File: config.mk
export PLATFORM = sky130hd
export DESIGN_NAME = instruction_fetch
export DESIGN_NICKNAME = d
export VERILOG_FILES = /design/src/rtl/instruction_fetch_pkg.sv /design/src/rtl/instruction_fetch.sv
export SDC_FILE = /design/constraint.sdc
export NUM_CORES = 1
export LEC_CHECK = 0
export CORE_MARGIN = 5
export CORE_UTILIZATION = 40
export CTS_BUF_LIST = sky130_fd_sc_hd__clkbuf_8 sky130_fd_sc_hd__clkbuf_16
export DETAILED_ROUTE_END_ITERATION = 7
export GPL_ROUTABILITY_DRIVEN = 0
export GPL_TIMING_DRIVEN = 0
export PLACE_DENSITY = 0.74
export SLEW_MARGIN = 20
export SYNTH_ARGS = -nofsm -noshare
export SYNTH_HDL_FRONTEND = slang
export SYNTH_SLANG_ARGS = --single-unit
File: constraint.sdc
create_clock -name clk -period 3 [get_ports clk]
set_clock_uncertainty 0.1 [all_clocks]
set_input_delay 0.6 -clock clk [delete_from_list [all_inputs] [get_ports clk]]
set_output_delay 0.6 -clock clk [all_outputs]
set_load 0.02 [all_outputs]
File: src/rtl/instruction_fetch_pkg.sv
// Shared definitions for the fetch stage: data width, reset defaults and the
// fetch FSM state encoding.
package instruction_fetch_pkg;

    localparam int XLEN = 32;

    localparam logic [XLEN-1:0] RESET_PC_DEFAULT = 32'h0000_0000;
    localparam logic [XLEN-1:0] INST_NOP         = 32'h0000_0013;

    typedef enum logic [1:0] {
        FETCH_REQ  = 2'd0,
        FETCH_WAIT = 2'd1,
        FETCH_DROP = 2'd2,
        FETCH_ERR  = 2'd3
    } fetch_state_t;

    function automatic logic word_aligned(input logic [XLEN-1:0] addr);
        return addr[1:0] == 2'b00;
    endfunction

endpackage

File: src/rtl/instruction_fetch.sv
// Fetch stage: owns the PC, keeps one instruction-memory read in flight and
// hands fetched words to decode through a single-entry valid/ready slot.
module instruction_fetch
    import instruction_fetch_pkg::*;
#(
    parameter logic [XLEN-1:0] RESET_PC = RESET_PC_DEFAULT,
    parameter logic [XLEN-1:0] NOP_INST = INST_NOP
) (
    input  logic            clk,
    input  logic            rst,
    output logic            imem_req,
    output logic [XLEN-1:0] imem_addr,
    input  logic            imem_gnt,
    input  logic            imem_rvalid,
    input  logic [XLEN-1:0] imem_rdata,
    output logic            inst_valid,
    output logic [XLEN-1:0] inst,
    output logic [XLEN-1:0] inst_pc,
    input  logic            dec_ready,
    input  logic            redirect_valid,
    input  logic [XLEN-1:0] redirect_pc,
    output logic            fetch_misalign
);

    fetch_state_t    state;
    fetch_state_t    state_next;
    logic [XLEN-1:0] pc;
    logic            fill;
    logic            redirect_aligned;

    // A request may only go out when the slot is empty or draining this cycle,
    // so a returning response never finds the slot occupied.
    assign imem_req = !rst && (state == FETCH_REQ) && (!inst_valid || dec_ready)
                      && !redirect_valid;
    assign imem_addr        = pc;
    assign fill             = (state == FETCH_WAIT) && imem_rvalid && !redirect_valid;
    assign redirect_aligned = word_aligned(redirect_pc);

    // NOTE: state_next gets a default before any branch so no path leaves it
    // unassigned; that is what keeps this block free of inferred latches.
    always_comb begin
        state_next = state;
        if (redirect_valid) begin
            if (!redirect_aligned)
                state_next = FETCH_ERR;
            else if ((state == FETCH_WAIT || state == FETCH_DROP) && !imem_rvalid)
                state_next = FETCH_DROP;
            else
                state_next = FETCH_REQ;
        end else begin
            case (state)
                FETCH_REQ:  if (imem_req && imem_gnt) state_next = FETCH_WAIT;
                FETCH_WAIT: if (imem_rvalid) state_next = FETCH_REQ;
                FETCH_DROP: if (imem_rvalid) state_next = FETCH_REQ;
                default:    state_next = state;
            endcase
        end
    end

    // NOTE: every register here uses <= so all of them update from the values
    // seen before the edge, independent of statement order.
    always_ff @(posedge clk) begin
        if (rst) begin
            state          <= FETCH_REQ;
            pc             <= RESET_PC;
            inst_valid     <= 1'b0;
            inst           <= NOP_INST;
            inst_pc        <= '0;
            fetch_misalign <= 1'b0;
        end else begin
            state <= state_next;
            if (redirect_valid) begin
                pc             <= redirect_pc;
                inst_valid     <= 1'b0;
                inst           <= NOP_INST;
                fetch_misalign <= !redirect_aligned;
            end else if (fill) begin
                inst       <= imem_rdata;
                inst_pc    <= pc;
                inst_valid <= 1'b1;
                pc         <= pc + XLEN'(4);
            end else if (inst_valid && dec_ready) begin
                inst_valid <= 1'b0;
                inst       <= NOP_INST;
            end
        end
    end

endmodule

# Yosys cells after proc, flatten, opt, wreduce, memory -nomap -nowiden
# Index checks and enable logic that the tools add are counted.
# W data, S select, Z words.
[op_classes]
add_sub_neg = 1
n_eq_ne = 4
muxes = 12
bitwise = 1
n_reduce_logical = 24
[op_table]
columns = ["operator", "n"]
rows = [
  ["$mux W32", 4],
  ["$add A32 B3 Y32 const B", 1],
  ["$mux W2", 5],
  ["$logic_and A1 B1 Y1", 8],
  ["$logic_not A1 Y1", 5],
  ["$logic_not A2 Y1", 2],
  ["$pmux W2 S2", 1],
  ["$reduce_bool A2 Y1", 2],
  ["$reduce_or A2 Y1", 2],
  ["$ne A3 B1 Y1 const B", 1],
  ["$ne A3 B2 Y1 const B", 1],
  ["$reduce_and A3 Y1", 1],
  ["$reduce_bool A3 Y1", 1],
  ["$eq A2 B1 Y1 const B", 1],
  ["$eq A2 B2 Y1 const B", 1],
  ["$logic_or A1 B1 Y1", 2],
  ["$mux W1", 2],
  ["$reduce_and A2 Y1", 1],
  ["$not A1 Y1", 1],
]
[word_totals]
register_bits = 100
input_bits = 70
elab_cells = 48

# Longest topological paths before layout
# Gate-level depths: netlist of run 1.
[depth]
word_depth = 8
ltp_mapped = 10
ltp_nobuf = 6

# Least setup slack after synthesis of run 1
# No wires, ideal clock.
[synth_path]
path_kind = "input-to-reg"
startpoint = "input port redirect_valid"
endpoint = "register inst[21]"
setup_time_ps = 65
t_arrival_ps = 2102
path_slack_ps = 732
stages = 8
cell_sequence = "clkbuf_1 -> and3b_1 -> clkbuf_1 -> a21oi_1 -> clkbuf_1 -> clkbuf_1 -> a22oi_1 -> nor2_1"
[synth_between]
elab_chain_cells = 3
word_cells_on_any_way = 5
cone_classes = "mux: 1; reduce/logical: 4"
[synth_lines]
columns = ["element", "line", "rtl"]
rows = [
  ["start, declared", "instruction_fetch.sv:20", "input logic redirect_valid,"],
  ["$logic_not A1 Y1", "instruction_fetch.sv:36", "assign fill = (state == FETCH_WAIT) && imem_rvalid && !redirect_valid;"],
  ["$logic_and A1 B1 Y1", "instruction_fetch.sv:36", ""],
  ["$mux W32 / $reduce_bool A2 Y1 (equally long branches)", "n/a", ""],
  ["end signal, assigned", "instruction_fetch.sv:78", "inst <= imem_rdata;"],
  ["end, declared", "instruction_fetch.sv:17", "output logic [XLEN-1:0] inst,"],
]
# Several ways; a longest one is shown, not always the timed one.
# A chain may end at the register's enable or synchronous reset.

# Worst setup path after layout of run 1
[layout_path]
startpoint = "input port rst"
endpoint = "output port imem_req"
[layout_between]
elab_chain_cells = 4
[layout_lines]
columns = ["element", "line", "rtl"]
rows = [
  ["start, declared", "instruction_fetch.sv:10", "input logic rst,"],
  ["$logic_not A1 Y1", "instruction_fetch.sv:33", "assign imem_req = !rst && (state == FETCH_REQ) && (!inst_valid || dec_ready)"],
  ["$logic_and A1 B1 Y1 (2 in series)", "instruction_fetch.sv:33", ""],
  ["$logic_and A1 B1 Y1", "instruction_fetch.sv:34", "&& !redirect_valid;"],
  ["end, declared", "instruction_fetch.sv:11", "output logic imem_req,"],
]
# Every way passes these cells.

==> impl_metrics.tcl, run 1 <==
set metrics [dict create \
    p_int_uw 2050 \
    multi_input_area_sq_um 2046 \
    wl_per_cell_um 18.05 \
    rsz0062_at_grt "no" \
    swShare 0.2696 \
    root_buffer "clkbuf_8" \
    grt_util_met1 0.2775 \
    period_share 0.9675 \
    hold_viol 0 \
    pre_cts_ws_ps -164.4 \
    p_leak_uw 0.002107 \
    htreeDepth 3 \
    vias_per_cell 5.608 \
    cts_hold_buf 0 \
    port_buffers 167 \
    setup_viol 0 \
    syn_area_sq_um 4299 \
    power.share.sequential 0.513 \
    track_usage 0.2266 \
    end_kind "output pin" \
    dp_hpwl_mm 11.36 \
    whs_path_depth 2 \
    synthTopCellsByCount "dfxtp_1, nand2_1, nor2_1" \
    drt_iter0_drc 310 \
    p_sw_uw 756.7 \
    power_density_nw_per_um2 441.6 \
    cts.path.max_buffers 2 \
    rr_endpoint "inst[22]" \
    start_kind "input pin" \
    cp.required_ps 2300 \
    reg2reg_depth 10 \
    place_area_sq_um 6141 \
    async_reset_ff_frac 0 \
    vias 4660 \
    io_pins 169 \
    p_comb_frac 0.157 \
    diodes 0 \
    grt_pass1_vias 4659 \
    slew_viol_final 0 \
    ys_seq_elements 100 \
    min_from "inst_pc[22]" \
    cts_sinks 100 \
    die_x_um 113.7 \
    fillers 947 \
    crit_slowest_cell "clkdlybuf4s50_1" \
    synth.most_common_cell "dfxtp_1" \
    drcViolationCount 0 \
    cts_setup_buffers 0 \
    die_h_um 113.7 \
    final_area_sq_um 6355 \
    clk_pin_slew_ps 90 \
    arrival_ps 2200 \
    clock_latency_ps 370 \
    instances_no_fill 831 \
    ys_seq_area_frac 0.4657 \
    p_clk_frac 0.330 \
    fmax_mhz 344.5 \
    gr-total-overflow 0 \
    startpoint "rst" \
    num_rows 37 \
    cts_tree "built" \
    antenna_found_initial 0 \
    vdd_ir_drop_max_mv 0.2357 \
    max_slew_margin 0.5614 \
    max_stage_delay_ps 620 \
    path_class "in2out" \
    ant_nets 0 \
    start_util 0.4127 \
    grt_pass1_wl_mm 23.54 \
    timing.rr.start "state[1]" \
    avgSynthCellArea_sq_um 8.380 \
    synth_top_area_cell "dfxtp_1" \
    worstMarginPinSlew_ps 657.8 \
    holdCritPathClass "reg2reg" \
    period_needed_ps 2902 \
    synth_cells 513 \
    wl_mm 15.00 \
    fin_ws_ps 97.52 \
    grt_start_max_net_pins 16 \
    yosys_warnings 0 \
    yosys_most_used_dff "dfxtp_1" \
    holdPathEnd "inst_pc[22]" \
    top_usage_layer "met2" \
    cts_buffers 9 \
    grt_util_met2 0.3793 \
    fin_nets 764 \
    regArea_sq_um 2002 \
    dp.cells 816 \
    status "finished, final reports clean" \
    grtUsageMet3 0.06897 \
    final_util 0.6101 \
    reg2reg_slack_ps 330 \
    post_route_cells_drive_above_1_share 0.04029 \
    coreArea_sq_um 10420 \
    ys_types 50 \
    dieArea_sq_um 12920 \
    syn_to_final_growth_pct 47.82 \
    cpMostUsedCell "clkdlybuf4s50_1" \
    yosys.area.top_type_share 0.4657 \
    finalSetupTns_ps 0 \
    syn-num-nets 586 \
    path_cells "clkdlybuf4s50_1, nor2_4, and3_1, clkdlybuf4s50_1" \
    drv_cap 0 \
    synth_area_leaders "dfxtp_1, nand2_1, a22oi_1, nor2_1, a21oi_1" \
    cp_max_fo 7 \
    drt_pass1_iterations 5 \
    synth_edf_count 0 \
]
repair_timing:
| action | CTS | global route |
|---|---|---|
| resized for setup | 1 | 1 |
| cloned | 0 | 0 |
| pin swaps | 0 | 0 |
| setup endpoints to repair | 1 | 1 |
critical path: cells and delay by family:
kind,cells,cell delay (ps)
simple gates,2,460
buf+inv,2,1140
state kept, by name, summed over array words and instances, names as in the netlist:
name / count
fetch_misalign: 1
imem_addr: 32
inst: 32
inst_pc: 32
inst_valid: 1
state: 2
placed cells by master, fill, tap and decap left out, types with 2 or more instances in the layout:
master / synthesis / routed
a2111oi_0: 2 / 2
a211oi_1: 8 / 8
a21oi_1: 39 / 39
a22oi_1: 29 / 29
a311oi_1: 14 / 14
a31oi_1: 4 / 4
and3_1: 6 / 6
and4_1: 2 / 2
buf_2: 2 / 2
bufinv_16: 0 / 2
clkbuf_1: 31 / 31
clkbuf_8: 5 / 14
clkdlybuf4s50_1: 0 / 167
clkinvlp_4: 0 / 2
dfxtp_1: 100 / 100
ha_1: 3 / 3
inv_1: 13 / 15
mux2i_1: 4 / 4
nand2_1: 87 / 87
nand3_1: 14 / 14
nand4_1: 12 / 12
nor2_1: 57 / 56
nor3_1: 4 / 4
nor4_1: 8 / 8
o211ai_1: 6 / 6
o21ai_0: 5 / 5
o22ai_1: 3 / 3
o31ai_1: 9 / 9
or3_1: 4 / 4
or4_1: 14 / 14
xnor2_1: 2 / 2
xor2_1: 5 / 5
stage by stage:
| stage | total power (uW) | hold slack (ps) |
|---|---|---|
| 6_report | 2807 | 358.8 |
| 5_1_grt | 2904 | 376.0 |
| 3_3_place_gp | 1893 | 343.8 |
| 4_1_cts | 2824 | 361.0 |
| 3_5_place_dp | 1905 | 348.0 |
| 2_1_floorplan | 1656 | 377.2 |
worst max-delay path by stage:
stage                     slack, ps  endpoint
after floorplan                 730  inst[21]
after global placement         -120  imem_req
after detailed placement       -160  imem_req
after CTS                         5  imem_req
after global routing             40  imem_req
final                           100  imem_req
power by group through the flow:
stage	registers, uW	logic [uW]	clock network, uW
6_report	1440	440	927
2_1_floorplan	1500	158	0
4_1_cts	1440	440	946
3_5_place_dp	1470	437	0
3_3_place_gp	1470	426	0
5_1_grt	1450	472	985
cell type report:
type | instances | share of cell area
repair buffers | 167 | 0.2630
clock buffers | 9 | 0.01949
well taps | 136 | 0.02678
flip-flops and latches | 100 | 0.3150
multi-input cells | 360 | 0.3219
clock inverters | 6 | 0.01299
plain buffers | 39 | 0.03249
inverters | 14 | 0.008269
per-layer routing:
layer | routed length, um | vias to the layer above
li1 | - | 2210
met1 | 6013 | 2191
met2 | 7134 | 237
met3 | 1579 | 22
met4 | 272 | 0
met5 | 0 | -
cell families after synthesis:
logic type | synth area share
adders and majority gates | 0.008732
xor gates and xnor gates | 0.01426
buffers and inverters | 0.06024
muxes | 0.009314
DFF | 0.4657
and+or+nand+nor | 0.2410
AOI/OAI and AO/OA | 0.2008
Power figures use the tool's default switching activity.
==> run 2: changes to the inputs <==
ABC_CLOCK_PERIOD_IN_PS = 3000   (was not set)
CORE_UTILIZATION = 44   (was 40)
PLACE_DENSITY = 0.81   (was 0.74)
==> run 2 against run 1 <==
Against the previous run: register-to-register slack got worse by 30 ps; utilization rose by 4.8 points; combinational power barely moved; die area fell by 8.3%; non-clock buffer count did not move; final cell count fell by 0.24%; routed wire length fell by 2.9%; first-iteration DRC count rose by 11%; setup slack improved by 1.5 ps; flip-flop and latch count did not move; critical endpoint unchanged; largest cell class unchanged.
==> impl_metrics.tcl, run 2 (synthesized netlist as in run 1, its figures left out) <==
set metrics [dict create \
    status "finished, final reports clean" \
    vias 4584 \
    dp_hpwl_mm 11.09 \
    cp.required_ps 2300 \
    vdd_ir_drop_max_mv 0.2968 \
    clock_latency_ps 370 \
    track_usage 0.2451 \
    wl_per_cell_um 17.58 \
    place_area_sq_um 6137 \
    syn_to_final_growth_pct 47.64 \
    hold_viol 0 \
    final_area_sq_um 6347 \
    layout_commonest_cell "clkdlybuf4s50_1" \
    reg2reg_slack_ps 300 \
    p_leak_uw 0.002110 \
    period_needed_ps 2901 \
    period_share 0.9670 \
    vias_per_cell 5.530 \
    start_kind "input pin" \
    fin_nets 764 \
    holdCritPathClass "reg2reg" \
    cts_hold_buf 0 \
    dieArea_sq_um 11850 \
    die_h_um 108.8 \
    path_class "in2out" \
    fillers 863 \
    start_util 0.4460 \
    finalSetupTns_ps 0 \
    drt_iter0_drc 345 \
    worstMarginPinSlew_ps 726.4 \
    post_route_cells_drive_above_1_share 0.04310 \
    reg2reg_depth 10 \
    diodes 0 \
    num_rows 36 \
    max_slew_margin 0.5113 \
    wl_mm 14.57 \
    gr-total-overflow 0 \
    coreArea_sq_um 9639 \
    cts_buffers 9 \
    fin_total_pwr_uw 2781 \
    regArea_sq_um 2002 \
    ant_nets 0 \
    cts.path.max_buffers 2 \
    antenna_found_initial 0 \
    drcViolationCount 0 \
    drv_cap 0 \
    root_buffer "clkbuf_8" \
    slew_viol_final 0 \
    die_x_um 108.8 \
    grt_pass1_vias 4518 \
    cts_tree "built" \
    drt_pass1_iterations 5 \
    hold_slack_ps 360.3 \
    endpoint "imem_req" \
    io_pins 169 \
    end_kind "output pin" \
    startpoint "rst" \
    grt_pass1_wl_mm 22.69 \
    dp.cells 813 \
    grt_start_max_net_pins 16 \
    multi_input_area_sq_um 2046 \
    power_density_nw_per_um2 438.2 \
    clk_pin_slew_ps 90 \
    port_buffers 167 \
    timing.rr.start "state[1]" \
    most-common-layout-cells "clkdlybuf4s50_1, dfxtp_1, nand2_1" \
    cts_setup_buffers 0 \
    arrival_ps 2200 \
    instances_no_fill 829 \
    fmax_mhz 344.7 \
    setup_viol 0 \
    whs_path_depth 2 \
    rsz0062_at_grt "no" \
    cts_sinks 100 \
    cp_max_fo 7 \
    rr_endpoint "inst[22]" \
    htreeDepth 3 \
]
-- run 2: cell count changes in the layout (fill, tap and decap cells not counted), sizes merged --
cell,before,now
clkbuf,45,47
clkinv,1,3
bufinv,2,1
clkinvlp,2,1
inv,15,14
-- run 2: where the power goes --
part | leakage, uW | switching [uW] | internal (uW)
Sequential | 0.000815 | 67.6 | 1370
Combinational | 0.00119 | 220 | 219
Clock | 0.000107 | 477 | 426
-- run 2: worst min path at each step --
stage	from	endpoint	slack [ps]
floorplan	state[1]	state[1]	380
finish	inst_pc[27]	inst_pc[27]	360
CTS	inst_pc[27]	inst_pc[27]	360
detailed placement	inst_pc[27]	inst_pc[27]	350
global placement	inst_pc[2]	inst_pc[2]	340
global route	inst_pc[5]	inst_pc[5]	370
-- run 2: cell type report --
class	instances	share of cell area
Buffer	39	0.03253
Clock buffer	11	0.02385
Clock inverter	5	0.008082
Inverter	14	0.008279
Multi-Input combinational cell	360	0.3223
Sequential cell	100	0.3154
Tap cell	133	0.02622
Timing Repair Buffer	167	0.2634
-- run 2: per-stage QoR --
stage | utilization | worst slack (ps)
floorplan | - | 732.4
global placement | 0.6367 | -128.1
detailed placement | 0.6367 | -133.9
CTS | 0.6580 | 22.32
global route | 0.6585 | 23.76
finish | 0.6585 | 99.04
-- run 2: timing repair --
action / 4_1_cts / 5_1_grt
setup endpoints to repair: 1 / 1
resized for setup: 1 / 1
gates cloned: 0 / 0
-- run 2: metal layers --
| layer | GRT usage | part of all wire |
|---|---|---|
| met2 | 0.4073 | 0.48 |
| met1 | 0.2944 | 0.40 |
| met3 | 0.07342 | 0.10 |
| met5 | 0 | 0 |
| met4 | 0.1037 | 0.021 |
-- run 2: critical path, stage by stage --
cell and delay (ps):
clkdlybuf4s50_1 520, nor2_4 260, and3_1 200, clkdlybuf4s50_1 620
